### config.mk
export PLATFORM = sky130hd
export DESIGN_NAME = hazard_ctrl
export DESIGN_NICKNAME = d
export VERILOG_FILES = /design/src/rtl/hazard_ctrl_pkg.sv /design/src/rtl/hazard_ctrl_sat_counter32.sv /design/src/rtl/hazard_ctrl.sv
export SDC_FILE = /design/constraint.sdc
export NUM_CORES = 1
export LEC_CHECK = 0
export CORE_UTILIZATION = 50
export CTS_CLUSTER_DIAMETER = 100
export DETAILED_ROUTE_END_ITERATION = 8
export GPL_ROUTABILITY_DRIVEN = 0
export PLACE_DENSITY = 0.85
export SETUP_SLACK_MARGIN = 0.4
export SYNTH_ARGS = -nofsm -noshare
export SYNTH_HDL_FRONTEND = slang
export SYNTH_SLANG_ARGS = --single-unit
### constraint.sdc
create_clock -name clk -period 5.6 [get_ports clk]
set_input_delay 1.4 -clock clk [delete_from_list [all_inputs] [get_ports clk]]
set_output_delay 1.4 -clock clk [all_outputs]
set_load 0.005 [all_outputs]
### src/rtl/hazard_ctrl_pkg.sv
// Shared definitions for the hazard/recovery controller: state encoding,
// architectural constants and the per-slot load-use match helper.
package hazard_ctrl_pkg;

  localparam int unsigned REG_AW    = 5;
  localparam logic [31:0] NOP_INSTR = 32'h0;

  typedef enum logic [1:0] {
    RUN      = 2'd0,
    LU_STALL = 2'd1,
    REDIRECT = 2'd2
  } hz_state_t;

  // A source matches a producer only when that producer is a load writing a real register.
  function automatic logic load_use_match(input logic [REG_AW-1:0] rs,
                                          input logic              load,
                                          input logic [REG_AW-1:0] rd);
    return load && (rd != '0) && (rs == rd);
  endfunction

endpackage

### src/rtl/hazard_ctrl_sat_counter32.sv
// 32-bit event counter with synchronous active-low clear that sticks at all-ones.
module sat_counter32 (
  input  logic        clk,
  input  logic        rstn,
  input  logic        inc,
  output logic [31:0] count
);

  always_ff @(posedge clk) begin
    if (!rstn) begin
      count <= '0;
    end else if (inc && (count != '1)) begin
      count <= count + 32'd1;
    end
  end

endmodule

### src/rtl/hazard_ctrl.sv
// Load-use hazard freeze and misprediction recovery sequencing for the
// dual-issue pipeline front end, with stall/flush event counters.
module hazard_ctrl
  import hazard_ctrl_pkg::*;
#(
  parameter int unsigned LOAD_USE_CYCLES = 2
) (
  input  logic              clk,
  input  logic              rstn,
  input  logic              ex2_recover_en,
  input  logic [31:0]       ex2_recover_pc,
  input  logic [REG_AW-1:0] id_rs1_1,
  input  logic [REG_AW-1:0] id_rs2_1,
  input  logic [REG_AW-1:0] id_rs1_2,
  input  logic [REG_AW-1:0] id_rs2_2,
  input  logic              ex1_load_1,
  input  logic              ex1_load_2,
  input  logic [REG_AW-1:0] ex1_rd_1,
  input  logic [REG_AW-1:0] ex1_rd_2,
  output logic              pc_stall,
  output logic              if_id_stall,
  output logic              id_ex_bubble,
  output logic              if_id_flush,
  output logic              id_ex_flush,
  output logic              ex1_ex2_stall,
  output logic              redirect_en,
  output logic [31:0]       redirect_pc,
  output logic [31:0]       stall_cycles,
  output logic [31:0]       flush_events
);

  localparam logic [2:0] CNT_INIT = 3'(LOAD_USE_CYCLES - 1);

  hz_state_t  state;
  logic [2:0] cnt;
  logic       hz;
  logic       hold;
  logic       flush;
  logic       enter_redirect;

  always_comb begin
    hz = 1'b0;
    for (int unsigned k = 0; k < 2; k++) begin
      logic              ld;
      logic [REG_AW-1:0] rd;
      ld = (k == 0) ? ex1_load_1 : ex1_load_2;
      rd = (k == 0) ? ex1_rd_1   : ex1_rd_2;
      hz = hz | load_use_match(id_rs1_1, ld, rd) | load_use_match(id_rs2_1, ld, rd)
              | load_use_match(id_rs1_2, ld, rd) | load_use_match(id_rs2_2, ld, rd);
    end
  end

  // Recovery and stall terms are combinational in RUN/LU_STALL so the flush lands in
  // the request cycle; reset masks every term, and flush always wins over hold.
  always_comb begin
    hold        = 1'b0;
    flush       = 1'b0;
    redirect_en = 1'b0;
    if (rstn) begin
      case (state)
        RUN: begin
          if (ex2_recover_en) flush = 1'b1;
          else if (hz)        hold  = 1'b1;
        end
        LU_STALL: begin
          if (ex2_recover_en) flush = 1'b1;
          else                hold  = 1'b1;
        end
        REDIRECT: begin
          flush       = 1'b1;
          redirect_en = 1'b1;
        end
        default: ;
      endcase
    end
  end

  assign pc_stall      = hold;
  assign if_id_stall   = hold;
  assign id_ex_bubble  = hold;
  assign if_id_flush   = flush;
  assign id_ex_flush   = flush;
  assign ex1_ex2_stall = flush;

  assign enter_redirect = rstn && ex2_recover_en && (state != REDIRECT);

  always_ff @(posedge clk) begin
    if (!rstn) begin
      state       <= RUN;
      cnt         <= '0;
      redirect_pc <= '0;
    end else begin
      case (state)
        RUN: begin
          if (ex2_recover_en) begin
            redirect_pc <= ex2_recover_pc;
            state       <= REDIRECT;
          end else if (hz && (LOAD_USE_CYCLES > 1)) begin
            cnt   <= CNT_INIT;
            state <= LU_STALL;
          end
        end
        LU_STALL: begin
          if (ex2_recover_en) begin
            cnt         <= '0;
            redirect_pc <= ex2_recover_pc;
            state       <= REDIRECT;
          end else begin
            cnt <= cnt - 3'd1;
            if (cnt == 3'd1) state <= RUN;
          end
        end
        REDIRECT: state <= RUN;
        default:  state <= RUN;
      endcase
    end
  end

  sat_counter32 u_stall_cnt (
    .clk   (clk),
    .rstn  (rstn),
    .inc   (hold),
    .count (stall_cycles)
  );

  sat_counter32 u_flush_cnt (
    .clk   (clk),
    .rstn  (rstn),
    .inc   (enter_redirect),
    .count (flush_events)
  );

endmodule

==> results.py, run 1 <==
metrics = {
    "logic_synthesis": {
        "synth_edf_count": 0,
        "ys.flop_type": "dfxtp_1",
        "syn_nets": 714,
        "seq_area_frac_synth_pct": 38.6,
        "ys_warn_count": 0,
        "synthArstFlopShare_pct": 0,
        "synthCells": 643,
        "synth.avg_cell_area_um2": 8.15,
        "ys_types": 50,
        "synth-seq-cells": 101,
        "netlist_area_mm2": 0.00524,
    },
    "sta": {
        "period_share_pct": 90.4,
        "timing.fmax_ghz": 0.198,
        "setup-tns-final_ns": 0,
        "finalCriticalPeriod_ns": 5.06,
        "slew_headroom_pct": 16.5,
        "finalHoldViolCount": 0,
        "tightest_slew_ns": 1.25,
        "slew_viol_final": 0,
        "setup_viol": 0,
        "fin_skew_ns": 0.0168,
        "rsz0062_at_grt": "no",
    },
    "critical_path": {
        "r2r_cells": 8,
        "ff2ff_setup_slack_ns": 3.03,
        "crit_arrival_ns": 3.66,
        "r2r-end": "u_stall_cnt.count[19]$_SDFFE_PN0P_",
        "cp.required_ns": 4.20,
        "crit_start": "ex1_rd_1[0]",
        "r2r-start": "u_stall_cnt.count[0]$_SDFFE_PN0P_",
        "path_max_fanout": 5,
        "crit_type": "in2out",
        "end_kind": "output port",
        "worstSetupEndpoint": "pc_stall",
        "crit_path_start_kind": "primary input",
    },
    "global_routing": {
        "grt_pass1_wl_mm": 23.0,
        "antenna_found_initial": 0,
        "gr-usage-all-layers_pct": 25.8,
        "grt_overflow": 0,
        "grt_pass1_vias": 4906,
        "grt_max_degree": 47,
    },
    "die": {
        "die_h_um": 104,
        "initial_core_util_pct": 52.6,
        "num_io_pins": 170,
        "die-area_mm2": 0.0109,
        "die_w_um": 104,
        "core_area_mm2": 0.00995,
        "num_rows": 36,
    },
    "detailed_routing": {
        "wl_per_cell_um": 15.3,
        "num_vias": 5141,
        "totalWireLength_mm": 14.1,
        "drcViolationCount": 0,
        "antenna_left": 0,
        "dr.pass1.iters": 5,
        "drtIter0Drc": 277,
        "via_per_inst": 5.58,
    },
    "layout": {
        "n_antenna_cell": 0,
        "area_delta_synth_final_pct": 34.9,
        "finalInstanceArea_mm2": 0.00706,
        "drive_gt1_share_pct": 4.19,
        "nNetsFinal": 856,
    },
    "run": {
        "maxCapViolations": 0,
    },
    "power_and_ir_drop": {
        "peakVddDrop_mv": 0.110,
        "p_leak_uw": 0.00233,
        "p_per_area_mw_per_mm2": 193,
    },
    "worst_hold_path": {
        "hold_path_class": "reg2reg",
    },
    "cts": {
        "clk_pin_slew_ns": 0.09,
        "root_buffer": "clkbuf_8",
        "clk_latency_ns": 0.37,
        "cts.path.max_buffers": 2,
        "cts_hold_buf": 0,
        "cts_inserted_buffers": 9,
        "cts_max_level": 3,
        "post_cts.repair.setup_buffers": 0,
        "cts_tree": "done",
        "cts.sinks": 101,
    },
    "placed_design": {
        "hpwl_mm": 10.5,
        "dpl_cell_area_mm2": 0.00690,
        "io_buffers": 169,
    },
    "outcome": {
        "status": "finished clean",
    },
}
==> through the flow <==
stage | hold WS (ns) | util [%] | instances | power [uW] | setup WS [ns]
4_1_cts | 0.458 | 70.9 | 921 | 1370 | 0.424
6_report | 0.457 | 71.0 | 921 | 1360 | 0.537
5_1_grt | 0.479 | 71.0 | 921 | 1420 | 0.402
2_1_floorplan | 0.453 | - | 643 | 866 | 1.12
3_5_place_dp | 0.449 | 69.4 | 907 | 969 | 0.423
3_3_place_gp | 0.442 | 69.4 | 907 | 960 | 0.515
==> worst min path at each step <==
| stage | start | end | slack, ns | depth (start not counted) |
|---|---|---|---|---|
| floorplan | redirect_pc[0]$_SDFFE_PN0P_ | redirect_pc[0]$_SDFFE_PN0P_ | 0.45 | 2 |
| global placement | redirect_pc[2]$_SDFFE_PN0P_ | redirect_pc[2]$_SDFFE_PN0P_ | 0.44 | 2 |
| detailed placement | redirect_pc[20]$_SDFFE_PN0P_ | redirect_pc[20]$_SDFFE_PN0P_ | 0.45 | 2 |
| CTS | redirect_pc[24]$_SDFFE_PN0P_ | redirect_pc[24]$_SDFFE_PN0P_ | 0.46 | 2 |
| global route | redirect_pc[24]$_SDFFE_PN0P_ | redirect_pc[24]$_SDFFE_PN0P_ | 0.48 | 2 |
| finish | redirect_pc[24]$_SDFFE_PN0P_ | redirect_pc[24]$_SDFFE_PN0P_ | 0.46 | 2 |
==> layout make-up <==
type,count,area [um^2]
clock buffer,13,149
timing repair buffer,175,1740
tap,133,166
clock inverter,1,8.76
multi-input combinational,481,2920
fill,772,2890
inverter,17,63.8
sequential,101,2020
==> flip-flops by register name, indices dropped and copies added (netlist names) <==
register           flops
redirect_pc           32
u_flush_cnt.count     32
u_stall_cnt.count     32
cnt                    3
state                  2
==> power by group <==
group          internal, uW  switching [uW]
logic                   106             101
clock network           171             237
registers               734            11.2
total                  1010             350
==> cells in the final DEF, fill, tap and decap left out, types with 3 or more instances in the layout <==
cell type        count
o41ai_1              3
clkbuf_8            10
clkbuf_1             3
o21ai_1              6
nand3_1             29
nand2_1            101
buf_4                6
nor3_1              17
inv_1               16
a21oi_1             57
nand4_1             17
and4_1               6
or4_1               15
o31ai_1             12
xor2_1              39
or3_1               11
nand2b_1            11
ha_1                 4
and3_1              10
nor2_1              52
clkdlybuf4s50_1    169
xnor2_1             27
o21ai_0              9
nor3_2               3
mux2i_1             11
nor4_1              10
dfxtp_1            101
==> Yosys cell counts, types with 3 or more instances <==
cell,instances,share of area [%]
buf_2,9,0.86
buf_6,6,1.3
nand3_1,29,2.8
o21ai_1,6,0.57
mux2i_1,11,2.1
dfxtp_1,101,39
o21ai_0,9,0.86
nor3_2,3,0.57
inv_1,17,1.2
nor2b_1,3,0.36
and4_1,6,1.0
nand2b_1,11,1.3
nor4_1,10,1.2
clkbuf_1,20,1.4
a21oi_1,57,5.4
buf_4,7,1.0
ha_1,4,0.96
o41ai_1,3,0.50
nor2_1,53,3.8
and3_1,10,1.2
nand4_1,17,2.0
or4_1,15,2.2
nor3_1,17,1.6
or3_1,11,1.3
o31ai_1,12,1.7
nand2_1,101,7.2
xor2_1,39,6.5
xnor2_1,27,4.5
==> repair_timing <==
action | 4_1_cts | 5_1_grt
resized for setup | 0 | 1
hold endpoints to repair | 0 | 0
setup endpoints to repair | 0 | 3
==> cell families after synthesis <==
group	count (synthesis)	share of synthesized area [%]
muxes	11	2.10
AOI/OAI and AO/OA	103	12.5
buffers and inverters	61	5.95
xor gates and xnor gates	66	11.0
and+or+nand+nor	297	28.8
adders and majority gates	4	0.956
DFF	101	38.6
==> routing by layer <==
| layer | wire length, um | global-route usage [%] |
|---|---|---|
| met5 | 0 | 0 |
| met4 | 349 | 11.5 |
| met3 | 765 | 3.82 |
| met2 | 7310 | 46.3 |
| met1 | 5650 | 30.2 |
==> critical path, stage by stage <==
cell and delay [ns]:
clkdlybuf4s50_1 0.56, xor2_1 0.24, nor3_1 0.21, a22oi_1 0.13, a31oi_4 0.28, o31ai_4 0.10
nor2_2 0.20, clkdlybuf4s50_1 0.53
(Power assumes the default switching activity.)
==> run 2, diff against run 1 <==
clock period = 5.85 ns   (was 5.6 ns; I/O delays follow)
==> results.py, run 2 (same netlist as run 1, synthesis figures left out) <==
metrics = {
    "sta": {
        "tightest_slew_ns": 1.23,
        "slew_headroom_pct": 17.4,
        "setup_viol": 0,
        "finalCriticalPeriod_ns": 5.22,
        "finalHoldViolCount": 0,
        "timing.fmax_ghz": 0.191,
        "slew_viol_final": 0,
        "setup-tns-final_ns": 0,
        "period_share_pct": 89.3,
        "rsz0062_at_grt": "no",
        "worst_slack_ns": 0.628,
        "fin_skew_ns": 0.0132,
    },
    "global_routing": {
        "grt_pass1_vias": 4995,
        "grt_pass1_wl_mm": 23.0,
        "grt_max_degree": 47,
        "gr-usage-all-layers_pct": 25.7,
        "grt_overflow": 0,
        "antenna_found_initial": 0,
    },
    "cts": {
        "cts.sinks": 101,
        "clk_pin_slew_ns": 0.09,
        "cts_max_level": 3,
        "cts_tree": "done",
        "cts_inserted_buffers": 9,
        "cts.path.max_buffers": 2,
        "clk_latency_ns": 0.36,
        "root_buffer": "clkbuf_8",
        "post_cts.repair.setup_buffers": 0,
    },
    "critical_path": {
        "path_max_fanout": 5,
        "r2r_cells": 8,
        "cp.required_ns": 4.39,
        "crit_type": "in2out",
        "crit_arrival_ns": 3.76,
        "end_kind": "output port",
        "crit_path_start_kind": "primary input",
    },
    "detailed_routing": {
        "totalWireLength_mm": 14.0,
        "drcViolationCount": 0,
        "num_vias": 5121,
        "wl_per_cell_um": 15.2,
        "antenna_left": 0,
        "dr.pass1.iters": 4,
        "via_per_inst": 5.55,
        "drtIter0Drc": 312,
    },
    "layout": {
        "final_cell_mix": "clkdlybuf4s50_1, nand2_1, dfxtp_1, a21oi_1, nor2_1",
        "post-route-util_pct": 71.5,
        "largest_registers": "redirect_pc x32, u_flush_cnt.count x32, u_stall_cnt.count x32",
        "nNetsFinal": 856,
        "mostFrequentLayoutCell": "clkdlybuf4s50_1",
        "drive_gt1_share_pct": 4.56,
        "fillers": 784,
        "area_delta_synth_final_pct": 35.9,
        "n_antenna_cell": 0,
    },
    "placed_design": {
        "place_ws_ns": 0.575,
        "hpwl_mm": 10.5,
        "io_buffers": 169,
    },
    "power_and_ir_drop": {
        "p_per_area_mw_per_mm2": 194,
        "peakVddDrop_mv": 0.174,
        "sw_frac_of_total_pct": 24.5,
        "combPwrFrac_pct": 14.4,
        "internal_power_uw": 1040,
        "seqPwrFrac_pct": 51.8,
        "clockPowerShare_pct": 33.8,
        "p_switching_uw": 338,
        "p_leak_uw": 0.00236,
    },
    "run": {
        "maxCapViolations": 0,
    },
    "die": {
        "core_area_mm2": 0.00995,
        "initial_core_util_pct": 52.6,
        "num_rows": 36,
        "die-area_mm2": 0.0109,
        "die_w_um": 104,
        "die_h_um": 104,
        "num_io_pins": 170,
    },
    "outcome": {
        "status": "finished clean",
    },
    "worst_hold_path": {
        "hold_path_class": "reg2reg",
        "worstHoldPathCells": 2,
    },
}
-- run 2: path summary, 6_finish.rpt --
check	slack, ns	start	end
worst max register to register	3.28	u_stall_cnt.count[0]$_SDFFE_PN0P_	u_stall_cnt.count[19]$_SDFFE_PN0P_
worst min register to register	0.46	redirect_pc[18]$_SDFFE_PN0P_	redirect_pc[18]$_SDFFE_PN0P_
worst max-delay path	0.63	ex1_rd_1[0]	id_ex_bubble
worst min-delay path	0.46	redirect_pc[18]$_SDFFE_PN0P_	redirect_pc[18]$_SDFFE_PN0P_
-- run 2: layout make-up --
class	count	area (um^2)	area share [%]
clock buffers	14	173	2.43
clock inverters	2	38.8	0.545
inverters	17	63.8	0.896
multi-input cells	481	2920	41.0
flip-flops and latches	101	2020	28.4
well taps	133	166	2.34
repair buffers	175	1740	24.4
-- run 2: worst max-delay path: stages --
cell,delay (ns)
clkdlybuf4s50_1,0.56
xor2_1,0.24
nor3_1,0.23
a22oi_1,0.15
a31oi_4,0.28
o31ai_4,0.11
nor2_2,0.19
clkdlybuf4s50_1,0.53
-- run 2: per-stage QoR --
stage	total power [uW]	instance area (um^2)	hold slack (ns)	instances
floorplan	829	5240	0.453	643
global route	1430	7120	0.476	923
detailed placement	927	6900	0.448	907
CTS	1390	7120	0.461	923
finish	1380	7120	0.457	923
global placement	919	6900	0.442	907
-- run 2: power by group through the flow --
| stage | clock [uW] | sequential [uW] | combinational (uW) |
|---|---|---|---|
| 2_1_floorplan | 0 | 730 | 98.9 |
| 3_3_place_gp | 0 | 729 | 190 |
| 3_5_place_dp | 0 | 730 | 198 |
| 4_1_cts | 474 | 714 | 198 |
| 5_1_grt | 503 | 717 | 214 |
| 6_report | 466 | 714 | 198 |
-- run 2: metal layers --
metal | share of wire [%] | track usage [%] | routed length [um]
met1 | 41 | 29.1 | 5720
met5 | 0 | 0 | 0
met3 | 4.8 | 4.14 | 675
met2 | 51 | 46.2 | 7080
met4 | 3.7 | 13.6 | 523
-- run 2: timing repair --
| action | in CTS | in global routing |
|---|---|---|
| setup endpoints to repair | 0 | 3 |
| hold buffers | 0 | 0 |
| gates resized for setup | 0 | 1 |
==> run 3, diff against run 2 <==
PLACE_DENSITY = unset   (was 0.85)
PLACE_DENSITY_LB_ADDON = 0.12   (was unset)
==> results.py, run 3 (same netlist as run 1, synthesis figures left out) <==
metrics = {
    "outcome": {
        "status": "finished clean",
    },
    "power_and_ir_drop": {
        "p_leak_uw": 0.00235,
        "peakVddDrop_mv": 0.139,
        "p_per_area_mw_per_mm2": 187,
    },
    "detailed_routing": {
        "num_vias": 5012,
        "maxUsedRoutingLayer": "met4",
        "totalWireLength_mm": 13.2,
        "drtIter0Drc": 231,
        "wl_per_cell_um": 14.3,
        "wl_met1_mm": 5.66,
        "route.met2.wl_mm": 6.39,
        "antenna_left": 0,
        "via_per_inst": 5.43,
        "drcViolationCount": 0,
        "dr.pass1.iters": 6,
        "wl_met3_um": 934,
    },
    "layout": {
        "finalInstanceArea_mm2": 0.00708,
        "fillers": 812,
        "nNetsFinal": 856,
        "area_delta_synth_final_pct": 35.3,
        "drive_gt1_share_pct": 4.68,
        "largest_registers": "redirect_pc x32, u_flush_cnt.count x32, u_stall_cnt.count x32",
        "mostFrequentLayoutCell": "clkdlybuf4s50_1",
        "final_cell_mix": "clkdlybuf4s50_1, nand2_1, dfxtp_1, a21oi_1, nor2_1",
        "n_antenna_cell": 0,
    },
    "die": {
        "die_w_um": 104,
        "die-area_mm2": 0.0109,
        "initial_core_util_pct": 52.6,
        "num_rows": 36,
        "core_area_mm2": 0.00995,
        "die_h_um": 104,
        "num_io_pins": 170,
    },
    "cts": {
        "cts_hold_buf": 0,
        "cts.path.max_buffers": 2,
        "post_cts.repair.setup_buffers": 0,
        "cts_resized": 0,
        "cts.sinks": 101,
        "cts_max_level": 3,
        "root_buffer": "clkbuf_8",
        "cts_tree": "done",
        "cts_inserted_buffers": 9,
        "clk_pin_slew_ns": 0.09,
        "clk_latency_ns": 0.36,
    },
    "global_routing": {
        "grt_overflow": 0,
        "grt_max_degree": 56,
        "grt_pass1_vias": 4798,
        "antenna_found_initial": 0,
        "grt_pass1_wl_mm": 22.2,
        "gr-usage-all-layers_pct": 24.6,
    },
    "critical_path": {
        "path_max_fanout": 5,
        "crit_arrival_ns": 3.77,
        "ff2ff_setup_slack_ns": 3.29,
        "crit_type": "in2out",
        "crit_path_start_kind": "primary input",
        "end_kind": "output port",
        "cp.required_ns": 4.39,
        "r2r-start": "u_stall_cnt.count[0]$_SDFFE_PN0P_",
        "r2r-end": "u_stall_cnt.count[2]$_SDFFE_PN0P_",
        "r2r_cells": 8,
        "worstSetupEndpoint": "id_ex_bubble",
        "crit_start": "ex1_rd_1[2]",
    },
    "sta": {
        "setup-tns-final_ns": 0,
        "tightest_slew_ns": 1.22,
        "fin_skew_ns": 0.0172,
        "slew_viol_final": 0,
        "slew_headroom_pct": 18.6,
        "period_share_pct": 89.4,
        "rsz0062_at_grt": "no",
        "finalHoldViolCount": 0,
        "timing.fmax_ghz": 0.191,
        "finalCriticalPeriod_ns": 5.23,
        "setup_viol": 0,
    },
    "worst_hold_path": {
        "hold_path_class": "reg2reg",
        "worstHoldStart": "redirect_pc[28]$_SDFFE_PN0P_",
    },
    "placed_design": {
        "hpwl_mm": 9.81,
        "dpl_cell_area_mm2": 0.00690,
        "io_buffers": 169,
    },
    "run": {
        "maxCapViolations": 0,
    },
}
==> run 3: area by class of cell <==
type	instances	area [um^2]	share of cell area, %
multi-input cells	481	2920	41.2
flip-flops and latches	101	2020	28.5
repair buffers	175	1740	24.5
well taps	133	166	2.35
clock buffers	9	124	1.75
inverters	17	63.8	0.901
clock inverters	7	56.3	0.795
==> run 3: where the power goes <==
group | switching, uW | internal, uW | total, uW
clock network | 254 | 161 | 415
registers | 10.3 | 703 | 713
logic | 95.0 | 102 | 197
total | 359 | 966 | 1330
==> run 3: worst max-delay path, cell delays in order <==
cell and delay, ns:
clkdlybuf4s50_1 0.55, xor2_1 0.22, nor3_1 0.22, nand3_1 0.15, a31oi_4 0.27, o31ai_4 0.11, nor2_1 0.25, clkdlybuf4s50_1 0.55
==> run 3: routing by layer <==
metal | up-vias | GRT usage [%]
li1 | 2515 | -
met1 | 2316 | 30.0
met2 | 163 | 41.3
met3 | 18 | 6.70
met4 | 0 | 8.47
met5 | - | 0
==> run 3: worst min path at each step <==
stage	to	cells past startpoint
2_1_floorplan	redirect_pc[0]$_SDFFE_PN0P_	2
3_3_place_gp	redirect_pc[28]$_SDFFE_PN0P_	2
3_5_place_dp	redirect_pc[28]$_SDFFE_PN0P_	2
4_1_cts	redirect_pc[28]$_SDFFE_PN0P_	2
5_1_grt	redirect_pc[28]$_SDFFE_PN0P_	2
6_report	redirect_pc[28]$_SDFFE_PN0P_	2
==> run 3: metrics by stage <==
stage	hold WS, ns	utilization (%)	setup WS, ns	power, uW	cells
4_1_cts	0.458	71.2	0.648	1340	923
3_5_place_dp	0.447	69.4	0.634	926	907
2_1_floorplan	0.453	-	1.25	829	643
6_report	0.456	71.2	0.618	1330	923
3_3_place_gp	0.441	69.4	0.694	920	907
5_1_grt	0.482	71.2	0.509	1390	923
